<file path="src/rtl/esp32_mailbox_pkg.sv">
// Shared types and constants for the ESP32 mailbox RAM arbiter.
// Read-return source tags, FSM encodings and mailbox geometry.
package esp32_mailbox_pkg;

  localparam int MBOX_ADDR_W = 8;
  localparam int MBOX_DEPTH  = 256;
  localparam logic [7:0] COLLIDE_DATA = 8'hFF;

  typedef enum logic [1:0] {
    SRC_NONE,
    SRC_SPI,
    SRC_CLIENT,
    SRC_COLLIDE
  } rd_src_t;

  typedef logic [0:0] state_t;
  localparam state_t ST_INIT = 1'b0;
  localparam state_t ST_RUN  = 1'b1;

  function automatic logic [15:0] sat_inc16(
    input logic [15:0] v
  );
    return (v == 16'hFFFF) ? v : v + 16'd1;
  endfunction

endpackage

</file>
<file path="src/rtl/esp32_mailbox_if.sv">
// Bus bundle between SPI engine, FPGA clients and the RAM macro.
// slave = arbiter side, master = requesters plus RAM model.
interface esp32_mailbox_if #(
  parameter int N = 2
) ();

  logic         spi_wr_en;
  logic [7:0]   spi_wr_addr;
  logic [7:0]   spi_wr_data;
  logic         spi_rd_req;
  logic [7:0]   spi_rd_addr;
  logic         spi_rd_valid;
  logic [7:0]   spi_rd_data;

  logic [N-1:0]   cl_req;
  logic [N-1:0]   cl_we;
  logic [N*8-1:0] cl_addr;
  logic [N*8-1:0] cl_wdata;
  logic [N-1:0]   cl_gnt;
  logic [N-1:0]   cl_rvalid;
  logic [7:0]     cl_rdata;

  logic         ram_en;
  logic         ram_we;
  logic [7:0]   ram_addr;
  logic [7:0]   ram_wdata;
  logic [7:0]   ram_rdata;

  modport master (
    output spi_wr_en, spi_wr_addr, spi_wr_data,
    output spi_rd_req, spi_rd_addr,
    input  spi_rd_valid, spi_rd_data,
    output cl_req, cl_we, cl_addr, cl_wdata,
    input  cl_gnt, cl_rvalid, cl_rdata,
    input  ram_en, ram_we, ram_addr, ram_wdata,
    output ram_rdata
  );

  modport slave (
    input  spi_wr_en, spi_wr_addr, spi_wr_data,
    input  spi_rd_req, spi_rd_addr,
    output spi_rd_valid, spi_rd_data,
    input  cl_req, cl_we, cl_addr, cl_wdata,
    output cl_gnt, cl_rvalid, cl_rdata,
    output ram_en, ram_we, ram_addr, ram_wdata,
    input  ram_rdata
  );

endinterface

</file>
<file path="src/rtl/esp32_mailbox_arbiter_rr.sv">
// Combinational N-way round-robin pick starting at pointer rr.
// The pointer register is owned by the parent.
module esp32_rr_arbiter #(
  parameter int N  = 2,
  parameter int IW = (N > 1) ? $clog2(N) : 1
) (
  input  logic [N-1:0]  req,
  input  logic [IW-1:0] rr,
  input  logic          enable,
  output logic [N-1:0]  gnt,
  output logic [IW-1:0] idx,
  output logic          valid
);

  // first requester at or after rr, wrapping
  always_comb begin
    int c;
    gnt   = '0;
    idx   = '0;
    valid = 1'b0;
    c     = 0;
    if (enable) begin
      for (int off = 0; off < N; off++) begin
        c = (int'(rr) + off) % N;
        if (!valid && req[c]) begin
          valid  = 1'b1;
          gnt[c] = 1'b1;
          idx    = IW'(c);
        end
      end
    end
  end

endmodule

</file>
<file path="src/rtl/esp32_mailbox_arbiter.sv">
// Shares the single-port mailbox RAM between SPI and FPGA clients.
// SPI has absolute priority; clients are served round-robin.
module esp32_mailbox_arbiter
  import esp32_mailbox_pkg::*;
#(
  parameter int         N_CLIENTS      = 2,
  parameter bit         CLEAR_ON_RESET = 1'b1,
  parameter logic [7:0] FILL_VALUE     = 8'h00
) (
  input  logic                 clk,
  input  logic                 rst_n,
  esp32_mailbox_if.slave       mbox,
  output logic                 init_done,
  output logic                 spi_collision,
  output logic [15:0]          defer_count
);

  localparam int IW = (N_CLIENTS > 1) ? $clog2(N_CLIENTS) : 1;
  localparam state_t RST_STATE = CLEAR_ON_RESET ? ST_INIT : ST_RUN;

  state_t                 state_q, state_d;
  logic [MBOX_ADDR_W-1:0] sweep_q, sweep_d;
  logic [IW-1:0]          rr_q, rr_d;
  rd_src_t                src_q, src_d;
  logic [IW-1:0]          tag_q, tag_d;
  logic                   coll_q, coll_d;
  logic [15:0]            defer_q, defer_d;

  logic                 spi_wr;
  logic                 spi_rd;
  logic                 sel_wr;
  logic                 sel_rd;
  logic                 sel_sw;
  logic                 arb_en;
  logic [N_CLIENTS-1:0] arb_gnt;
  logic [IW-1:0]        arb_idx;
  logic                 arb_vld;
  logic                 sel_we;
  logic [7:0]           sel_addr;
  logic [7:0]           sel_wdata;

  assign spi_wr = mbox.spi_wr_en;
  assign spi_rd = mbox.spi_rd_req;

  // mutually exclusive RAM port owners, highest priority first
  assign sel_wr = rst_n && spi_wr;
  assign sel_rd = rst_n && spi_rd && !spi_wr;
  assign sel_sw = rst_n && !spi_wr && !spi_rd
               && (state_q == ST_INIT);
  assign arb_en = rst_n && !spi_wr && !spi_rd
               && (state_q == ST_RUN);

  esp32_rr_arbiter #(
    .N  (N_CLIENTS),
    .IW (IW)
  ) u_rr (
    .req    (mbox.cl_req),
    .rr     (rr_q),
    .enable (arb_en),
    .gnt    (arb_gnt),
    .idx    (arb_idx),
    .valid  (arb_vld)
  );

  assign sel_we    = mbox.cl_we[arb_idx];
  assign sel_addr  = mbox.cl_addr[8*arb_idx +: 8];
  assign sel_wdata = mbox.cl_wdata[8*arb_idx +: 8];

  assign mbox.cl_gnt = arb_gnt;

  // drive the RAM port from whichever source owns it this cycle
  always_comb begin
    mbox.ram_en    = 1'b0;
    mbox.ram_we    = 1'b0;
    mbox.ram_addr  = '0;
    mbox.ram_wdata = '0;
    unique case (1'b1)
      sel_wr: begin
        mbox.ram_en    = 1'b1;
        mbox.ram_we    = 1'b1;
        mbox.ram_addr  = mbox.spi_wr_addr;
        mbox.ram_wdata = mbox.spi_wr_data;
      end
      sel_rd: begin
        mbox.ram_en   = 1'b1;
        mbox.ram_addr = mbox.spi_rd_addr;
      end
      sel_sw: begin
        mbox.ram_en    = 1'b1;
        mbox.ram_we    = 1'b1;
        mbox.ram_addr  = sweep_q;
        mbox.ram_wdata = FILL_VALUE;
      end
      arb_vld: begin
        mbox.ram_en    = 1'b1;
        mbox.ram_we    = sel_we;
        mbox.ram_addr  = sel_addr;
        mbox.ram_wdata = sel_wdata;
      end
      default: ;
    endcase
  end

  // next-state: sweep, pointer, read tag, flags
  always_comb begin
    state_d = state_q;
    sweep_d = sweep_q;
    rr_d    = rr_q;
    src_d   = SRC_NONE;
    tag_d   = '0;
    coll_d  = coll_q | (spi_wr & spi_rd);
    defer_d = defer_q;
    if (sel_sw) begin
      sweep_d = sweep_q + 1'b1;
      if (sweep_q == 8'hFF)
        state_d = ST_RUN;
    end
    if (arb_vld)
      rr_d = IW'((int'(arb_idx) + 1) % N_CLIENTS);
    if (spi_wr && spi_rd)
      src_d = SRC_COLLIDE;
    else if (spi_rd)
      src_d = SRC_SPI;
    else if (arb_vld && !sel_we) begin
      src_d = SRC_CLIENT;
      tag_d = arb_idx;
    end
    if ((|mbox.cl_req) && !arb_vld)
      defer_d = sat_inc16(defer_q);
  end

  // state registers
  always_ff @(posedge clk or negedge rst_n) begin
    if (!rst_n) begin
      state_q <= RST_STATE;
      sweep_q <= '0;
      rr_q    <= '0;
      src_q   <= SRC_NONE;
      tag_q   <= '0;
      coll_q  <= 1'b0;
      defer_q <= '0;
    end else begin
      state_q <= state_d;
      sweep_q <= sweep_d;
      rr_q    <= rr_d;
      src_q   <= src_d;
      tag_q   <= tag_d;
      coll_q  <= coll_d;
      defer_q <= defer_d;
    end
  end

  // steer the RAM read-return by the registered tag
  always_comb begin
    mbox.spi_rd_valid = 1'b0;
    mbox.spi_rd_data  = '0;
    mbox.cl_rvalid    = '0;
    mbox.cl_rdata     = '0;
    unique case (src_q)
      SRC_SPI: begin
        mbox.spi_rd_valid = 1'b1;
        mbox.spi_rd_data  = mbox.ram_rdata;
      end
      SRC_COLLIDE: begin
        mbox.spi_rd_valid = 1'b1;
        mbox.spi_rd_data  = COLLIDE_DATA;
      end
      SRC_CLIENT: begin
        mbox.cl_rvalid[tag_q] = 1'b1;
        mbox.cl_rdata         = mbox.ram_rdata;
      end
      default: ;
    endcase
  end

  assign init_done     = (state_q == ST_RUN);
  assign spi_collision = coll_q;
  assign defer_count   = defer_q;

endmodule

</file>
<file path="src/flat_wrapper.sv">
// flat-port wrapper written by rule: the top's interface ports become plain ports
module esp32_mailbox_arbiter_flat import esp32_mailbox_pkg::*;
#(
  parameter int         N_CLIENTS      = 2,
  parameter bit         CLEAR_ON_RESET = 1'b1,
  parameter logic [7:0] FILL_VALUE     = 8'h00
)
  (clk, rst_n, init_done, spi_collision, defer_count, mbox_spi_wr_en, mbox_spi_wr_addr, mbox_spi_wr_data, mbox_spi_rd_req, mbox_spi_rd_addr, mbox_spi_rd_valid, mbox_spi_rd_data, mbox_cl_req, mbox_cl_we, mbox_cl_addr, mbox_cl_wdata, mbox_cl_gnt, mbox_cl_rvalid, mbox_cl_rdata, mbox_ram_en, mbox_ram_we, mbox_ram_addr, mbox_ram_wdata, mbox_ram_rdata);
  esp32_mailbox_if #(.N(2)) mbox_i ();
  input  logic clk;
  input  logic rst_n;
  output logic init_done;
  output logic spi_collision;
  output logic [15:0] defer_count;
  input wire logic [$bits(mbox_i.spi_wr_en)-1:0] mbox_spi_wr_en;
  input wire logic [$bits(mbox_i.spi_wr_addr)-1:0] mbox_spi_wr_addr;
  input wire logic [$bits(mbox_i.spi_wr_data)-1:0] mbox_spi_wr_data;
  input wire logic [$bits(mbox_i.spi_rd_req)-1:0] mbox_spi_rd_req;
  input wire logic [$bits(mbox_i.spi_rd_addr)-1:0] mbox_spi_rd_addr;
  output wire logic [$bits(mbox_i.spi_rd_valid)-1:0] mbox_spi_rd_valid;
  output wire logic [$bits(mbox_i.spi_rd_data)-1:0] mbox_spi_rd_data;
  input wire logic [$bits(mbox_i.cl_req)-1:0] mbox_cl_req;
  input wire logic [$bits(mbox_i.cl_we)-1:0] mbox_cl_we;
  input wire logic [$bits(mbox_i.cl_addr)-1:0] mbox_cl_addr;
  input wire logic [$bits(mbox_i.cl_wdata)-1:0] mbox_cl_wdata;
  output wire logic [$bits(mbox_i.cl_gnt)-1:0] mbox_cl_gnt;
  output wire logic [$bits(mbox_i.cl_rvalid)-1:0] mbox_cl_rvalid;
  output wire logic [$bits(mbox_i.cl_rdata)-1:0] mbox_cl_rdata;
  output wire logic [$bits(mbox_i.ram_en)-1:0] mbox_ram_en;
  output wire logic [$bits(mbox_i.ram_we)-1:0] mbox_ram_we;
  output wire logic [$bits(mbox_i.ram_addr)-1:0] mbox_ram_addr;
  output wire logic [$bits(mbox_i.ram_wdata)-1:0] mbox_ram_wdata;
  input wire logic [$bits(mbox_i.ram_rdata)-1:0] mbox_ram_rdata;
  assign mbox_i.spi_wr_en = mbox_spi_wr_en;
  assign mbox_i.spi_wr_addr = mbox_spi_wr_addr;
  assign mbox_i.spi_wr_data = mbox_spi_wr_data;
  assign mbox_i.spi_rd_req = mbox_spi_rd_req;
  assign mbox_i.spi_rd_addr = mbox_spi_rd_addr;
  assign mbox_spi_rd_valid = mbox_i.spi_rd_valid;
  assign mbox_spi_rd_data = mbox_i.spi_rd_data;
  assign mbox_i.cl_req = mbox_cl_req;
  assign mbox_i.cl_we = mbox_cl_we;
  assign mbox_i.cl_addr = mbox_cl_addr;
  assign mbox_i.cl_wdata = mbox_cl_wdata;
  assign mbox_cl_gnt = mbox_i.cl_gnt;
  assign mbox_cl_rvalid = mbox_i.cl_rvalid;
  assign mbox_cl_rdata = mbox_i.cl_rdata;
  assign mbox_ram_en = mbox_i.ram_en;
  assign mbox_ram_we = mbox_i.ram_we;
  assign mbox_ram_addr = mbox_i.ram_addr;
  assign mbox_ram_wdata = mbox_i.ram_wdata;
  assign mbox_i.ram_rdata = mbox_ram_rdata;
  esp32_mailbox_arbiter #(.N_CLIENTS(N_CLIENTS), .CLEAR_ON_RESET(CLEAR_ON_RESET), .FILL_VALUE(FILL_VALUE)) u_core (.clk(clk), .rst_n(rst_n), .mbox(mbox_i), .init_done(init_done), .spi_collision(spi_collision), .defer_count(defer_count));
endmodule
</file>
<file path="config.mk">
export PLATFORM = sky130hd
export DESIGN_NAME = esp32_mailbox_arbiter_flat
export DESIGN_NICKNAME = d
export VERILOG_FILES = /design/src/rtl/esp32_mailbox_pkg.sv /design/src/rtl/esp32_mailbox_if.sv /design/src/rtl/esp32_mailbox_arbiter_rr.sv /design/src/rtl/esp32_mailbox_arbiter.sv /design/src/flat_wrapper.sv
export SDC_FILE = /design/constraint.sdc
export NUM_CORES = 1
export LEC_CHECK = 0
export CAP_MARGIN = 10
export CORE_UTILIZATION = 37
export DETAILED_ROUTE_END_ITERATION = 8
export GPL_TIMING_DRIVEN = 0
export PLACE_DENSITY = 0.82
export SKIP_CTS_REPAIR_TIMING = 1
export SYNTH_ARGS = -nofsm -noshare
export SYNTH_HDL_FRONTEND = slang
export SYNTH_SLANG_ARGS = --single-unit
</file>
<file path="constraint.sdc">
create_clock -name clk -period 2.29 [get_ports clk]
set_input_delay 0.458 -clock clk [delete_from_list [all_inputs] [get_ports clk]]
set_output_delay 0.458 -clock clk [all_outputs]
set_load 0.005 [all_outputs]
</file>
# Word-level counts from Yosys, hierarchy flattened

Index checks and enable logic that the tools add are counted.

Add/subtract/negate cells: 4
$mul: 0
Div/mod/pow operators: 0
$lt $le $gt $ge: 7
Equality and inequality tests: 5
Shift operators: 2
Muxes and demuxes: 38
Bitwise logic cells: 6
Reductions and logical operators: 25

Operators with widths:

| kind                                                                                 | number |
|---|---|
| 8-bit one-hot mux with 2 select lines                                                | 2 |
| 8-bit one-hot mux with 4 select lines                                                | 1 |
| 16-bit by 5-bit indexed part select with 8-bit output                                | 2 |
| 1-bit two-way mux                                                                    | 22 |
| 16-bit by 1-bit adder with 16-bit output (second input constant)                     | 1 |
| 16-bit == test (second input constant)                                               | 1 |
| 2-bit two-way mux                                                                    | 8 |
| 1-bit logical AND                                                                    | 14 |
| 8-bit by 1-bit adder with 8-bit output (second input constant)                       | 1 |
| 8-bit == test (second input constant)                                                | 1 |
| 8-bit two-way mux                                                                    | 1 |
| 1-bit by 2-bit < comparator with 1-bit output (second input constant)                | 3 |
| 2-bit OR reduction                                                                   | 3 |
| 1-bit logical NOT                                                                    | 5 |
| 2-bit == test (second input constant)                                                | 2 |
| 2-bit AND reduction                                                                  | 2 |
| 4-bit OR reduction                                                                   | 1 |
| 1-bit demux with 1-bit select                                                        | 3 |
| 2-bit by 3-bit < comparator with 1-bit output (second input constant)                | 1 |
| 1-bit adder (second input constant)                                                  | 2 |
| 2-bit by 1-bit == test with 1-bit output (second input constant)                     | 1 |
| 1-bit greater-or-equal comparator (second input constant)                            | 2 |
| 2-bit by 1-bit greater-or-equal comparator with 1-bit output (second input constant) | 1 |
| 1-bit inverter                                                                       | 2 |
| 5 further kinds                                                                      | 5 |

Register bits: 30
Bits in latches: 0
Memory bits (writable): 0
Bits in read-only memories: 0
Output and inout bits: 57
Word-level logic and storage cells: 94
Memories kept: 0

# Logic depth before layout (Yosys ltp)

Word-level depth: 16
Depth in mapped cells: 7
Mapped depth without buffers: 5

# Modules after synthesis

A second synthesis with hierarchy kept.

Cells, all modules: 201
Area total of the unflattened synthesis: 2010.7 um^2

By module, submodules not included:

| module                | instances | cells an instance | area each (um^2) | seq. area each (um^2) |
|---|---|---|---|---|
| esp32_mailbox_arbiter | 1         | 194               | 1976.9           | 750.7 |
| esp32_rr_arbiter      | 1         | 7                 | 33.8             | 0.0 |

# Least setup slack after synthesis

Ideal clock, no wire load.

Kind: in2out
Start point: in mbox_spi_wr_en
End point: out mbox_ram_addr[0]
Arrival time: 1.532 ns
Slack: 0.300 ns
Cell stages on the path: 7
Buffers on the path: 3
Cell sequence: nor4bb_1 > buf_6 > nand3_1 > buf_2 > buf_2 > nor2_1 > o31ai_1

Word-level cells in the longest chain between the ends: 7
Elaborated cells between the ends (all ways): 11

Ends and longest elaborated chain:

| element                                               | RTL line                                                                              | source |
|---|---|---|
| from (decl)                                           | flat_wrapper.sv:15                                                                    | `input wire logic [$bits(mbox_i.spi_wr_en)-1:0] mbox_spi_wr_en;` |
| 1-bit logical NOT                                     | esp32_mailbox_arbiter.sv:47, esp32_mailbox_arbiter.sv:48, esp32_mailbox_arbiter.sv:50 |  |
| 1-bit logical AND (2 in series)                       | esp32_mailbox_arbiter.sv:48, esp32_mailbox_arbiter.sv:50                              |  |
| 1-bit logical AND                                     | esp32_mailbox_arbiter.sv:51                                                           | `&& (state_q == ST_RUN);` |
| 1-bit two-way mux                                     | esp32_mailbox_arbiter_rr.sv:22                                                        | `if (enable) begin` |
| 16-bit by 5-bit indexed part select with 8-bit output | esp32_mailbox_arbiter.sv:66                                                           | `assign sel_addr = mbox.cl_addr[8*arb_idx +: 8];` |
| 8-bit one-hot mux with 4 select lines (*)             | esp32_mailbox_arbiter.sv:77                                                           | `unique case (1'b1)` |
| to (decl)                                             | flat_wrapper.sv:31                                                                    | `output wire logic [$bits(mbox_i.ram_addr)-1:0] mbox_ram_addr;` |

Mark *: on every way between the ends. The rest lies on a longest branch, timed or not.

# Final worst setup path

Start point: in mbox_spi_wr_en
End point: out mbox_ram_we

Word-level cells in the longest chain between the ends: 8
Elaborated cells between the ends (all ways): 12

Ends and longest elaborated chain:

| element                                               | RTL line                                                 | source |
|---|---|---|
| 1-bit logical NOT                                     | esp32_mailbox_arbiter.sv:48, esp32_mailbox_arbiter.sv:50 |  |
| 1-bit logical AND (2 in series)                       | esp32_mailbox_arbiter.sv:48, esp32_mailbox_arbiter.sv:50 |  |
| 1-bit logical AND                                     | esp32_mailbox_arbiter.sv:51                              |  |
| 1-bit two-way mux                                     | esp32_mailbox_arbiter_rr.sv:22                           |  |
| 1-bit two-way mux (not written as such) (2 in series) | esp32_mailbox_arbiter.sv:65                              | `assign sel_we = mbox.cl_we[arb_idx];` |
| 1-bit one-hot mux with 2 select lines (*)             | esp32_mailbox_arbiter.sv:77                              |  |
| to (decl)                                             | flat_wrapper.sv:30                                       | `output wire logic [$bits(mbox_i.ram_we)-1:0] mbox_ram_we;` |

Mark *: on every way between the ends. The rest lies on a longest branch, timed or not. The select of a mux whose other input is x is not followed.

==> metrics.cfg <==
[status]
status = finished, violations left
violations = negative setup slack

[drt]
via_per_inst = 5.21
drt_iter0_markers = 125
drt-pass1-iter-count = 6
drc = 0
wirelength_mm = 7.07
drt-wirelength-per-cell_um = 15.7
vias = 2338
detail-route-antenna-nets = 0

[clock_tree]
cts_buffer_depth = 2
htreeDepth = 2
numCtsBuffers = 5
path_clk_slew_ns = 0.07
clock_tree.root_cell = clkbuf_8
cts_tree = yes
clock_latency_ns = 0.28
cts.sinks = 30

[synth]
synth_edf_count = 0
synth_top_cells_by_area = dfrtp_1 37%, nor2_1 4.9%, mux2i_1 4.5%, xnor2_1 4.4%, and2_1 3.7%
ys_warn_count = 0
netlist_top_cells_count = 30 x dfrtp_1, 26 x nor2_1, 20 x nand2_1
ys_ff_latch = 30
syn_nets = 300
synth_mux_area_frac = 0.0785
synth_top_area_cell = dfrtp_1
synth_area_per_cell_um2 = 8.89
yosysUniqueCellTypes = 43
ys_seq_area_frac = 0.374
yosys.area_share.simple = 0.253
synthCells = 226
async_flop_share = 1.00
syn_area_um2 = 2010
synth_compound_area_frac = 0.177
synth_top_family_by_area = simple AND/OR/NAND/NOR gates
synth_fa_ha_area_frac = 0.0125
synth_xor_area_frac = 0.0654
yosysMostFrequentCell = dfrtp_1
yosys_most_used_dff = dfrtp_1
yosysTopAreaCellShare = 0.374

[global_routing]
grt_pass1_vias = 2007
grt_max_degree = 35
antenna_found_initial = 0
grt_remaining_overflow = 0
grt_pass1_wl_mm = 9.34
grt_usage = 0.218

[sta]
setup_slack_ns = -0.103
max-slew-margin-rel = 0.643
hold_viol_final = 0
tightest_slew_ns = 0.530
setup_viol = 15
finalCriticalPeriod_ns = 2.39
min_period_over_period = 1.04
slew_viol_final = 0
skew_ns = 0.00310
timing.fmax_ghz = 0.418
rsz0062_at_grt = true

[pwr]
pwr-share-seq = 0.415
internal-power_w = 0.00130
p_sw_frac = 0.313
p_per_area_nw_per_um2 = 496
clkPwrFrac = 0.234
design_power_total_w = 0.00190
p_sw_w = 0.000594
p_leak_nw = 1.73
p_comb_frac = 0.351
peakVddDrop_mv = 0.591

[cells_and_area]
area_growth_pct = 90.5
design_area_um2 = 3830
num_antenna_cells = 0
fin_nets = 452
drive_above_1_share = 0.232

[placement]
dpl.hpwl_mm = 4.92
io_buffers = 128
gp_congestion = 0.905
place_area_um2 = 3370

[worst_setup_path]
r2r_slack_ns = 0.10
slowest_stage = nor4bb_4
cp_cell_sequence = dlymetal6s2s_1 > nor4bb_4 > buf_6 > nand3_4 > buf_6 > buf_6 > mux2i_4 > o21ai_1 > buf_2
cp_common_cell = buf_6
crit_fanout = 6
cp.arrival_ns = 1.93
crit_type = in2out
cp-start-kind = input pin
critical_path.max_stage_delay_ns = 0.31
endpoint_kind = primary output
worstPathRequired_ns = 1.83

[die]
fp-row-count = 26
chipHeight_um = 75.7
dieArea_um2 = 5730
io_pins = 129
core_area_um2 = 5170
die_x_um = 75.7
start_util = 0.388

[flow_run]
maxCapViolations = 0

[worst_hold_path]
min_path_type = in2async

==> sequential cells by signal, summed over array words and instances, names as in the netlist <==
signal,flops
u_core.defer_count,16
u_core.sweep_q,8
u_core.src_q,2
u_core.init_done,1
u_core.rr_q,1
u_core.spi_collision,1
u_core.tag_q,1
==> cell type report <==
class,count,area (um2)
multi-input cells,178,1390
fillers,392,1350
inverters,5,18.8
clock inverters,2,12.5
flip-flops and latches,30,753
clock buffers,6,82.6
repair buffers,148,1400
well taps,70,87.6
plain buffers,10,81.3
==> power groups by stage <==
stage	clock network [W]	logic, W	registers (W)
final	0.000444	0.000667	0.000787
after floorplan	0	0.000274	0.000764
after global placement	0	0.000654	0.000783
after global routing	0.000481	0.000734	0.000807
after CTS	0.000452	0.000668	0.000781
after detailed placement	0	0.000663	0.000787
==> cells by family after synthesis <==
group	after synthesis
AOI/OAI and AO/OA	49
and+or+nand+nor	96
buffers and inverters	19
adders and majority gates	2
xor gates and xnor gates	15
DFF	30
muxes	15
==> cells in the final DEF (no fill, tap or decap), types with 6 or more instances in the layout <==
master / instances
nand2_1: 20
o21ai_1: 7
and2_1: 11
mux2i_1: 8
xnor2_1: 10
nor2_4: 6
clkdlybuf4s50_1: 103
a222oi_1: 7
nor2_1: 19
buf_4: 10
buf_2: 15
nand4_1: 9
o21a_1: 9
dlymetal6s2s_1: 6
buf_6: 12
clkbuf_8: 6
dfrtp_1: 28
==> worst paths after layout <==
check / startpoint / end / depth (start not counted)
max: mbox_spi_wr_en / mbox_ram_we / 9
min: rst_n / u_core.sweep_q[5] / 1
max reg2reg: u_core.init_done / u_core.defer_count[15] / 7
min reg2reg: u_core.spi_collision / u_core.spi_collision / 1
max in group asynchronous: rst_n / u_core.src_q[1] / 1
min in group clk: u_core.spi_collision / u_core.spi_collision / 1
==> layer usage <==
| layer | track usage | up-vias | share of wire |
|---|---|---|---|
| li1 | - | 1125 | - |
| met1 | 0.271 | 1117 | 0.40 |
| met3 | 0.0397 | 2 | 0.073 |
| met4 | 0.0679 | 0 | 0.0023 |
| met5 | 0 | - | 0 |
| met2 | 0.385 | 94 | 0.53 |
==> through the flow <==
step	instances	TNS [ns]	setup slack, ns	util	hold WS [ns]
finish	449	-0.647	-0.103	0.740	0.0207
global route	449	-2.22	-0.232	0.740	0.0303
CTS	432	-21.63	-1.08	0.671	0.245
detailed placement	424	-19.94	-1.08	0.652	0.446
global placement	424	-62.98	-2.01	0.653	0.439
floorplan	226	0	0.300	-	0.162
==> worst max-delay path: cells and delay by family <==
family,cells,cell delay [ns]
AOI/OAI and AO/OA,1,0.12
buffers and inverters,5,0.79
muxes,1,0.17
and+or+nand+nor,2,0.39
No activity file was read; power rests on OpenSTA's default activity.
